`src/rtl/conv_window_gen.sv`:
```
// Streaming 3x3 sliding-window generator for raster-order pixels (valid-mode, no padding).
// Two line buffers feed the right column of the window; output is packed for mult_add's input.
module conv_window_gen #(
  parameter int I_BIT_WIDTH = 8,
  parameter int K_SIZE      = 3,
  parameter int IMG_W       = 8,
  parameter int IMG_H       = 8
) (
  input  logic                                  i_clk,
  input  logic                                  i_rst,
  input  logic                                  i_pix_valid,
  input  logic [I_BIT_WIDTH-1:0]                i_pix_in,
  output logic                                  o_win_valid,
  output logic [I_BIT_WIDTH*K_SIZE*K_SIZE-1:0]  o_win_out,
  output logic                                  o_frame_done
);

  localparam int CW = (IMG_W > 1) ? $clog2(IMG_W) : 1;
  localparam int RW = (IMG_H > 1) ? $clog2(IMG_H) : 1;
  localparam logic [CW-1:0] COL_LAST = CW'(IMG_W - 1);
  localparam logic [RW-1:0] ROW_LAST = RW'(IMG_H - 1);
  localparam logic [CW-1:0] COL_MIN  = CW'(K_SIZE - 1);
  localparam logic [RW-1:0] ROW_MIN  = RW'(K_SIZE - 1);

  generate
    if (K_SIZE != 3) begin : g_bad_ksize
      $error("conv_window_gen: only K_SIZE=3 is supported");
    end
    if (IMG_W < K_SIZE || IMG_H < K_SIZE) begin : g_bad_img
      $error("conv_window_gen: image must be at least K_SIZE x K_SIZE");
    end
  endgenerate

  logic [CW-1:0]          r_col;
  logic [RW-1:0]          r_row;
  logic [I_BIT_WIDTH-1:0] r_lb1 [IMG_W];
  logic [I_BIT_WIDTH-1:0] r_lb2 [IMG_W];
  logic [I_BIT_WIDTH-1:0] r_win [K_SIZE][K_SIZE];
  logic [I_BIT_WIDTH-1:0] w_lb1_rd;
  logic [I_BIT_WIDTH-1:0] w_lb2_rd;

  assign w_lb1_rd = r_lb1[r_col];
  assign w_lb2_rd = r_lb2[r_col];

  // Line buffers carry no reset: stale contents are masked by the row/col valid qualification.
  always_ff @(posedge i_clk) begin
    if (i_pix_valid) begin
      r_lb1[r_col] <= i_pix_in;
      r_lb2[r_col] <= w_lb1_rd;
    end
  end

  always_ff @(posedge i_clk or posedge i_rst) begin
    if (i_rst) begin
      r_col        <= '0;
      r_row        <= '0;
      o_win_valid  <= 1'b0;
      o_frame_done <= 1'b0;
      for (int i = 0; i < K_SIZE; i++)
        for (int j = 0; j < K_SIZE; j++)
          r_win[i][j] <= '0;
    end else begin
      o_win_valid  <= 1'b0;
      o_frame_done <= 1'b0;
      if (i_pix_valid) begin
        for (int i = 0; i < K_SIZE; i++)
          for (int j = 0; j < K_SIZE - 1; j++)
            r_win[i][j] <= r_win[i][j+1];
        r_win[0][K_SIZE-1] <= w_lb2_rd;
        r_win[1][K_SIZE-1] <= w_lb1_rd;
        r_win[2][K_SIZE-1] <= i_pix_in;
        o_win_valid  <= (r_row >= ROW_MIN) && (r_col >= COL_MIN);
        o_frame_done <= (r_row == ROW_LAST) && (r_col == COL_LAST);
        if (r_col == COL_LAST) begin
          r_col <= '0;
          r_row <= (r_row == ROW_LAST) ? '0 : r_row + 1'b1;
        end else begin
          r_col <= r_col + 1'b1;
        end
      end
    end
  end

  always_comb begin
    o_win_out = '0;
    for (int i = 0; i < K_SIZE; i++)
      for (int j = 0; j < K_SIZE; j++)
        o_win_out[I_BIT_WIDTH*(K_SIZE*i+j) +: I_BIT_WIDTH] = r_win[i][j];
  end

endmodule

```
`config.mk`:
```
export PLATFORM = sky130hd
export DESIGN_NAME = conv_window_gen
export DESIGN_NICKNAME = d
export VERILOG_FILES = /design/src/rtl/conv_window_gen.sv
export SDC_FILE = /design/constraint.sdc
export NUM_CORES = 1
export LEC_CHECK = 0
export ABC_AREA = 1
export CORE_MARGIN = 4
export CORE_UTILIZATION = 30
export CTS_BUF_LIST = sky130_fd_sc_hd__clkbuf_2
export CTS_CLUSTER_DIAMETER = 60
export DETAILED_ROUTE_END_ITERATION = 8
export MAX_ROUTING_LAYER = met4
export REMOVE_ABC_BUFFERS = 1
export SETUP_SLACK_MARGIN = 0.05
export SYNTH_ARGS = -nofsm -noshare
export SYNTH_HDL_FRONTEND = slang
export SYNTH_SLANG_ARGS = --single-unit
```
`constraint.sdc`:
```
create_clock -name i_clk -period 5.8 [get_ports i_clk]
set_input_delay 0.87 -clock i_clk [delete_from_list [all_inputs] [get_ports i_clk]]
set_output_delay 0.87 -clock i_clk [all_outputs]
set_load 0.005 [all_outputs]
```
# [After elaboration in Yosys (flattened, before gate mapping)]
# Memory sizes are Yosys's and may differ from the RTL's. A register that Yosys moved wholly into a read port is not among the register bits.
# Index checks and enable logic that the tools add are counted.
[classes] n_reduce_logical=3 muxes=6 n_addsub=2 order_cmp=2 eq_ne=2
[op_table] cell="adder 3 x 1 -> 3 bit (second input constant)" n=2
[op_table] cell="== test 3 bit (second input constant)" n=2
[op_table] cell="greater-or-equal comparator 3 x 2 -> 1 bit (second input constant)" n=2
[op_table] cell="two-way mux 3 bit" n=2
[op_table] cell="two-way mux 1 bit" n=4
[op_table] cell="logical AND 1 bit" n=2
[op_table] cell="AND reduction 2 bit" n=1
[totals] regBits=72 memories=2 output_inout_bits=74 mem_bits_rw=128
[mem_list] name="r_lb1" words=8 word_bits=8 rd=1 rd_ports_with_merged_regs=0 write_ports=1 line="36" rtl="logic [I_BIT_WIDTH-1:0] r_lb1 [IMG_W];"
[mem_list] name="r_lb2" words=8 word_bits=8 rd=1 rd_ports_with_merged_regs=1 write_ports=1 line="37" rtl="logic [I_BIT_WIDTH-1:0] r_lb2 [IMG_W];"

# [Depth between registers and ports, before layout]
# Gate-level depths: netlist of run 1.
[depth] word_depth=3 mapped_depth=7

# [Least setup slack after synthesis of run 1]
# OpenSTA, ideal clock, no wires.
[synth_timing] path_kind="input-to-reg" from="input port i_pix_valid" to="memory r_lb1[2][0], enable pin" path_buffers=2 setup_time_ns=0.389 t_arrival_ns=2.150 slack_ns=3.261 path_stages=4 path_cell_list="buf_2 > clkbuf_1 > nand2_1 > nor2_1"
[synth_between] elab_chain_len=2
[synth_rtl] element="start, declared" line="11" rtl="input logic i_pix_valid,"
[synth_rtl] element="two-way mux 1 bit" line="47" rtl="if (i_pix_valid) begin"
[synth_rtl] element="two-way mux 1 bit (implied by the code)" line="48" rtl="r_lb1[r_col] <= i_pix_in;"
[synth_rtl] element="end, declared" line="36"
# Every way passes these cells.

# [Worst setup path in the final report of run 1]
[layout_timing] from="register r_win, in the netlist o_win_out[42]" to="output port o_win_out[42]"
[layout_lines] element="start, declared" line="38" rtl="logic [I_BIT_WIDTH-1:0] r_win [K_SIZE][K_SIZE];"
[layout_lines] element="start signal, assigned by index" line="68" rtl="r_win[i][j] <= r_win[i][j+1];"
[layout_lines] element="start signal, assigned by index" line="69" rtl="r_win[0][K_SIZE-1] <= w_lb2_rd;"
[layout_lines] element="start signal, assigned by index" line="70" rtl="r_win[1][K_SIZE-1] <= w_lb1_rd;"
[layout_lines] element="end, declared" line="14" rtl="output logic [I_BIT_WIDTH*K_SIZE*K_SIZE-1:0] o_win_out,"
# No word-level cell between the ends.

==> results.json, run 1 <==
{
  "outcome": "finished, final reports clean",
  "synth_seq_cells": 208,
  "maxCapViolations": 0,
  "yosysMostFrequentCell": "nand2_1",
  "grt_start_max_net_pins": 77,
  "fin_cells": 1332,
  "cts_resized": 0,
  "grt_antenna_before_repair": 1,
  "clk_pin_slew_ns": 0.10,
  "drt-pass1-iter-count": 5,
  "rows": 60,
  "pre_cts_slack_ns": 3.34,
  "critPathLaunchType": "register",
  "cts.sinks": 208,
  "path_cells": "clkdlybuf4s50_1",
  "ant_nets": 0,
  "yosysWarnings": 0,
  "path_buf_inv": 1,
  "hold_viol": 0,
  "postCtsSetupRepairBufs": 0,
  "port_buffers": 84,
  "synthFlopType": "edfxtp_1",
  "synthTopCellsByCount": "nand2_1, edfxtp_1, inv_1, nand3_1, dfrtp_1",
  "wl_um": 19200,
  "grt_pass1_vias": 5657,
  "p_leak_nw": 4.56,
  "synth-adder-area-share_pct": 0.896,
  "hold_slack_ns": 0.465,
  "timing.rr.start": "r_col[0]",
  "setup_violations": 0,
  "setup_tns_ns": 0,
  "numCtsBuffers": 53,
  "netSwitchingFraction_pct": 34.9,
  "synth_mux_area_share_pct": 0,
  "relSlewSlack_pct": 31.8,
  "p_switching_mw": 1.57,
  "synth_xor_area_share_pct": 0,
  "report.final.slew_viol_count": 0,
  "synth_simple_gate_area_share_pct": 20.4,
  "hold_class": "in2async",
  "slowest_stage": "clkdlybuf4s50_1",
  "hpwl_um": 11800,
  "worst_pin_slew_ns": 1.02,
  "required_ns": 4.93,
  "die_h_um": 175,
  "power_density_nw_per_um2": 444,
  "critPathCaptureType": "output port",
  "clk_latency_ns": 0.79,
  "yosysTopAreaCell": "edfxtp_1",
  "dp.cells": 1234,
  "synth_cells": 800,
  "clock_path_buffers": 3,
  "final_area_um2": 10100,
  "finalCriticalPeriod_ns": 2.59,
  "clockRootBuffer": "clkbuf_2",
  "detail_route.wl_per_cell_um": 14.4,
  "synth-compound-area-share_pct": 2.54,
  "fin_nets": 934,
  "vdd_ir_drop_max_v": 0.000207,
  "skew_ns": 0.0370,
  "startpoint": "o_win_out[42]",
  "fin_ws_ns": 3.21,
  "cts_tree": "built",
  "drc": 0,
  "comb_power_share_pct": 30.0,
  "syn_area_per_cell_um2": 10.5,
  "crit_fanout": 3,
  "worstSetupPathType": "reg2out",
  "crit_family": "buffers and inverters",
  "grt_pass1_wl_um": 30900,
  "io_pins": 85,
  "synth_top_area_share_pct": 45.9,
  "worstPathArrival_ns": 1.72,
  "area_delta_synth_final_pct": 20.6,
  "place.gp.congestion": 0.770,
  "place_area_um2": 9630,
  "fp.dieW_um": 175,
  "final.fill_count": 2702,
  "yosysSeqAreaShare_pct": 69.8,
  "layout-drive-gt1-share_pct": 12.1,
  "start_util_pct": 30.8,
  "ys_top_cells_by_area": "edfxtp_1, dfrtp_1, nand2_1, nand3_1, inv_1",
  "cts_htree_levels": 2,
  "synth_cell_type_count": 19,
  "internal_power_mw": 2.92,
  "core_um2": 27300,
  "seqPwrFrac_pct": 48.6,
  "async_flop_share_pct": 38.5,
  "die_area_um2": 30700,
  "rsz0062_at_grt": "false",
  "finalCritPeriodShare_pct": 44.7,
  "ctsHoldBuffers": 0,
  "dr_total_vias": 5669,
  "vias_per_cell": 4.26,
  "drt_iter0_drc": 383,
  "synth_edf_count": 128,
  "synth_top_family_by_area": "simple AND/OR/NAND/NOR gates",
  "grt_use_total_pct": 12.9,
  "critPathMaxStageDelay_ns": 0.55,
  "syn_area_um2": 8380,
  "globalRouteOverflowTotal": 0,
  "fmax_mhz": 386,
  "clkPwrFrac_pct": 21.4
}
-- placed cells by master, fill, tap and decap left out --
cell type        count
clkinv_1            10
nand2_1            270
or2_2                8
dfrtp_2              1
o21ai_0             20
nor3_1               1
diode_2              1
clkinvlp_4           1
inv_2                4
buf_4               14
dfrtp_1             79
clkbuf_2            83
nor2_2               3
clkdlybuf4s50_1     83
inv_4                1
ha_1                 6
inv_1               98
edfxtp_1           128
nand3_1             88
a21oi_1              3
or2_1                8
o21bai_1             8
clkinv_2             1
o211ai_1             5
nor2_1              36
-- logic make-up (layout without fill, tap and decap cells) --
| logic type | Yosys count | count (layout) |
|---|---|---|
| adder cells (fa/ha/maj) | 6 | 6 |
| buffers and inverters | 136 | 295 |
| other | 0 | 1 |
| AO/OA/AOI/OAI | 36 | 36 |
| AND/OR/NAND/NOR | 414 | 414 |
| flip-flops | 208 | 208 |
-- routing by layer --
layer  track usage (%)  share of wire (%)  vias to the layer above
met2              20.1                 47                      126
met5                 -                  0                        -
met3              3.07                5.6                       26
li1                  -                  -                     2843
met1              16.9                 46                     2674
met4              4.03                1.6                        0
-- power groups by stage --
| stage | Combinational, mW | Sequential [mW] | Clock [mW] |
|---|---|---|---|
| final | 1.35 | 2.18 | 0.961 |
| after CTS | 1.37 | 2.19 | 1.01 |
| after global routing | 1.51 | 2.22 | 1.09 |
| after detailed placement | 1.37 | 2.22 | 0 |
| after global placement | 1.35 | 2.21 | 0 |
| after floorplan | 0.642 | 2.22 | 0 |
-- final cells by class --
type	count	area [um^2]	share of cell area (%)
Inverter	101	382	3.78
Clock inverter	14	57.6	0.570
Clock buffer	83	415	4.11
Multi-Input combinational cell	456	2000	19.8
Timing Repair Buffer	97	936	9.26
Antenna cell	1	2.50	0.0248
Sequential cell	208	5850	57.9
Tap cell	372	465	4.61
-- stage by stage --
stage               util [%]  total power, mW
finish                  37.1             4.49
global route            37.1             4.82
CTS                     37.1             4.57
detailed placement      35.3             3.59
global placement        35.3             3.56
floorplan                  -             2.87
-- sequential cells by signal, indices dropped and copies added, names as in the netlist --
signal and count:
r_row 3, r_lb2 64, o_win_valid 1, r_lb1 64, o_win_out 72, r_col 3
o_frame_done 1
-- path summary, 6_finish.rpt --
path	slack [ns]	end	cells past startpoint
min in group i_clk	0.47	o_win_out[33]	3
hold / removal	0.46	o_win_out[7]	2
hold reg to reg	0.48	o_win_out[2]	2
setup reg to reg	3.48	r_lb2[2][0]	5
max in group asynchronous	4.35	r_col[0]	3
setup / recovery	3.21	o_win_out[42]	1
(Power assumes the default switching activity.)
==> inputs of run 2 (changes only) <==
==> constraint.sdc (replaced) <==
create_clock -name i_clk -period 2.2 [get_ports i_clk]
set_input_delay 0.33 -clock i_clk [delete_from_list [all_inputs] [get_ports i_clk]]
set_output_delay 0.33 -clock i_clk [all_outputs]
set_load 0.005 [all_outputs]
==> run 2 against run 1 <==
Effect of this change: cell count grew 2.3%; global-route usage grew 0.068 points; register-to-register slack lost 3.2 ns; cell area grew 2.5%; sequential cell count is the same; hold slack lost 0.19 ns; via count grew 1.8%; worst setup slack lost 3.0 ns; die area is the same; sequential share of layout area shrank 1.4 points; critical endpoint is now o_win_out[58]; highest routed layer unchanged.
==> results.json, run 2 (synthesis results as in run 1) <==
{
  "drt_iter0_drc": 335,
  "drc": 0,
  "final_cell_mix": "nand2_1, edfxtp_1, inv_1, nand3_1, clkbuf_2",
  "crit_fanout": 3,
  "clkPwrFrac_pct": 21.3,
  "power_mw": 11.9,
  "netSwitchingFraction_pct": 33.9,
  "worstPathArrival_ns": 1.69,
  "vias_per_cell": 4.24,
  "p_leak_nw": 4.77,
  "worstSetupPathType": "reg2out",
  "multiInputGateArea_um2": 2000,
  "fin_util_pct": 38.0,
  "clk_latency_ns": 0.80,
  "path_cells": "clkdlybuf4s50_1",
  "die_h_um": 175,
  "hold_slack_ns": 0.276,
  "area_delta_synth_final_pct": 23.6,
  "globalRouteOverflowTotal": 0,
  "layout-drive-gt1-share_pct": 14.7,
  "hpwl_um": 12100,
  "power_density_nw_per_um2": 1150,
  "critPathLaunchType": "register",
  "core_um2": 27300,
  "place.gp.congestion": 0.781,
  "detail_route.wl_per_cell_um": 14.1,
  "clockRootBuffer": "clkbuf_2",
  "finalCriticalPeriod_ns": 2.02,
  "cts.sinks": 208,
  "finalCritPeriodShare_pct": 91.9,
  "cts_tree": "built",
  "internal_power_mw": 7.88,
  "cts_htree_levels": 2,
  "ant_nets": 0,
  "grt_pass1_wl_um": 31100,
  "comb_power_share_pct": 30.9,
  "required_ns": 1.87,
  "mostFrequentLayoutCell": "nand2_1",
  "start_util_pct": 30.8,
  "maxCapViolations": 0,
  "crit_family": "buffers and inverters",
  "drt-pass1-iter-count": 6,
  "hold_class": "in2reg",
  "dr_total_vias": 5771,
  "rsz0062_at_grt": "true",
  "report.final.slew_viol_count": 0,
  "port_buffers": 84,
  "numCtsBuffers": 52,
  "seqPwrFrac_pct": 47.9,
  "grt_use_total_pct": 13.0,
  "grt_start_max_net_pins": 81,
  "setup_violations": 0,
  "slowest_stage": "clkdlybuf4s50_1",
  "outcome": "finished, final reports clean",
  "regArea_um2": 5850,
  "clk_pin_slew_ns": 0.11,
  "final.fill_count": 2743,
  "vdd_ir_drop_max_v": 0.000407,
  "grt_pass1_vias": 5799,
  "fp.dieW_um": 175,
  "critPathMaxStageDelay_ns": 0.51,
  "fin_nets": 964,
  "path_buf_inv": 1,
  "setup_tns_ns": 0,
  "fmax_mhz": 494,
  "worst_pin_slew_ns": 0.693,
  "p_switching_mw": 4.03,
  "die_area_um2": 30700,
  "wl_um": 19200,
  "relSlewSlack_pct": 53.7,
  "hold_viol": 0,
  "skew_ns": 0.0866,
  "largest_reg_flops": 72,
  "critPathCaptureType": "output port",
  "io_pins": 85,
  "rows": 60,
  "grt_antenna_before_repair": 1,
  "clock_path_buffers": 3
}
run 2: cell types whose count changed in the layout (fill, tap and decap cells not counted), sizes merged:
cell           change
clkbuf             +4
inv                -2
dlymetal6s2s       +4
dlygate4sd3        +2
dlygate4sd2        +3
buf               +29
clkdlybuf4s50      -7
clkinv             -3
run 2: final timing paths:
kind	startpoint	endpoint	slack [ns]	cells past startpoint
max in group asynchronous	i_rst	o_win_out[23]	1.24	4
min reg2reg	o_win_out[26]	o_win_out[26]	0.47	2
max reg2reg	r_col[1]	r_lb2[3][5]	0.25	5
min	i_pix_in[0]	o_win_out[64]	0.28	3
min in group asynchronous	i_rst	o_win_out[59]	0.57	4
max	o_win_out[58]	o_win_out[58]	0.18	1
run 2: through the flow:
step | area [um^2] | std cells | setup slack [ns]
6_report | 10400 | 1362 | 0.177
5_1_grt | 10400 | 1362 | 0.0387
4_1_cts | 10300 | 1359 | 0.0502
3_5_place_dp | 9810 | 1256 | 0.354
3_3_place_gp | 9810 | 1256 | 0.398
2_1_floorplan | 8220 | 765 | -0.836
run 2: what timing repair did:
action | 4_1_cts | 5_1_grt
hold buffers | 2 | 0
buffers inserted | 5 | 2
endpoints found under the hold margin | 66 | 0
gates resized for setup | 3 | 4
setup endpoints to repair | 7 | 6
run 2: final cells by class:
class / instances / share of cell area, %
Inverter: 101 / 3.68
Multi-Input combinational cell: 456 / 19.3
Tap cell: 372 / 4.49
Antenna cell: 1 / 0.0242
Timing Repair Buffer: 128 / 11.5
Clock buffer: 87 / 4.20
Sequential cell: 208 / 56.4
Clock inverter: 9 / 0.362
run 2: per-layer routing:
layer	part of all wire, %	GRT usage (%)	wire [um]
met1	44	16.2	8480
met2	47	20.8	9110
met3	6.5	3.03	1250
met4	2.2	4.71	420
met5	0	-	0
run 2: power groups by stage:
stage / logic, mW / clock network [mW] / registers [mW]
floorplan: 1.69 / 0 / 5.87
global placement: 3.62 / 0 / 5.80
detailed placement: 3.67 / 0 / 5.82
CTS: 3.73 / 2.67 / 5.72
global route: 4.15 / 2.87 / 5.81
finish: 3.68 / 2.53 / 5.70
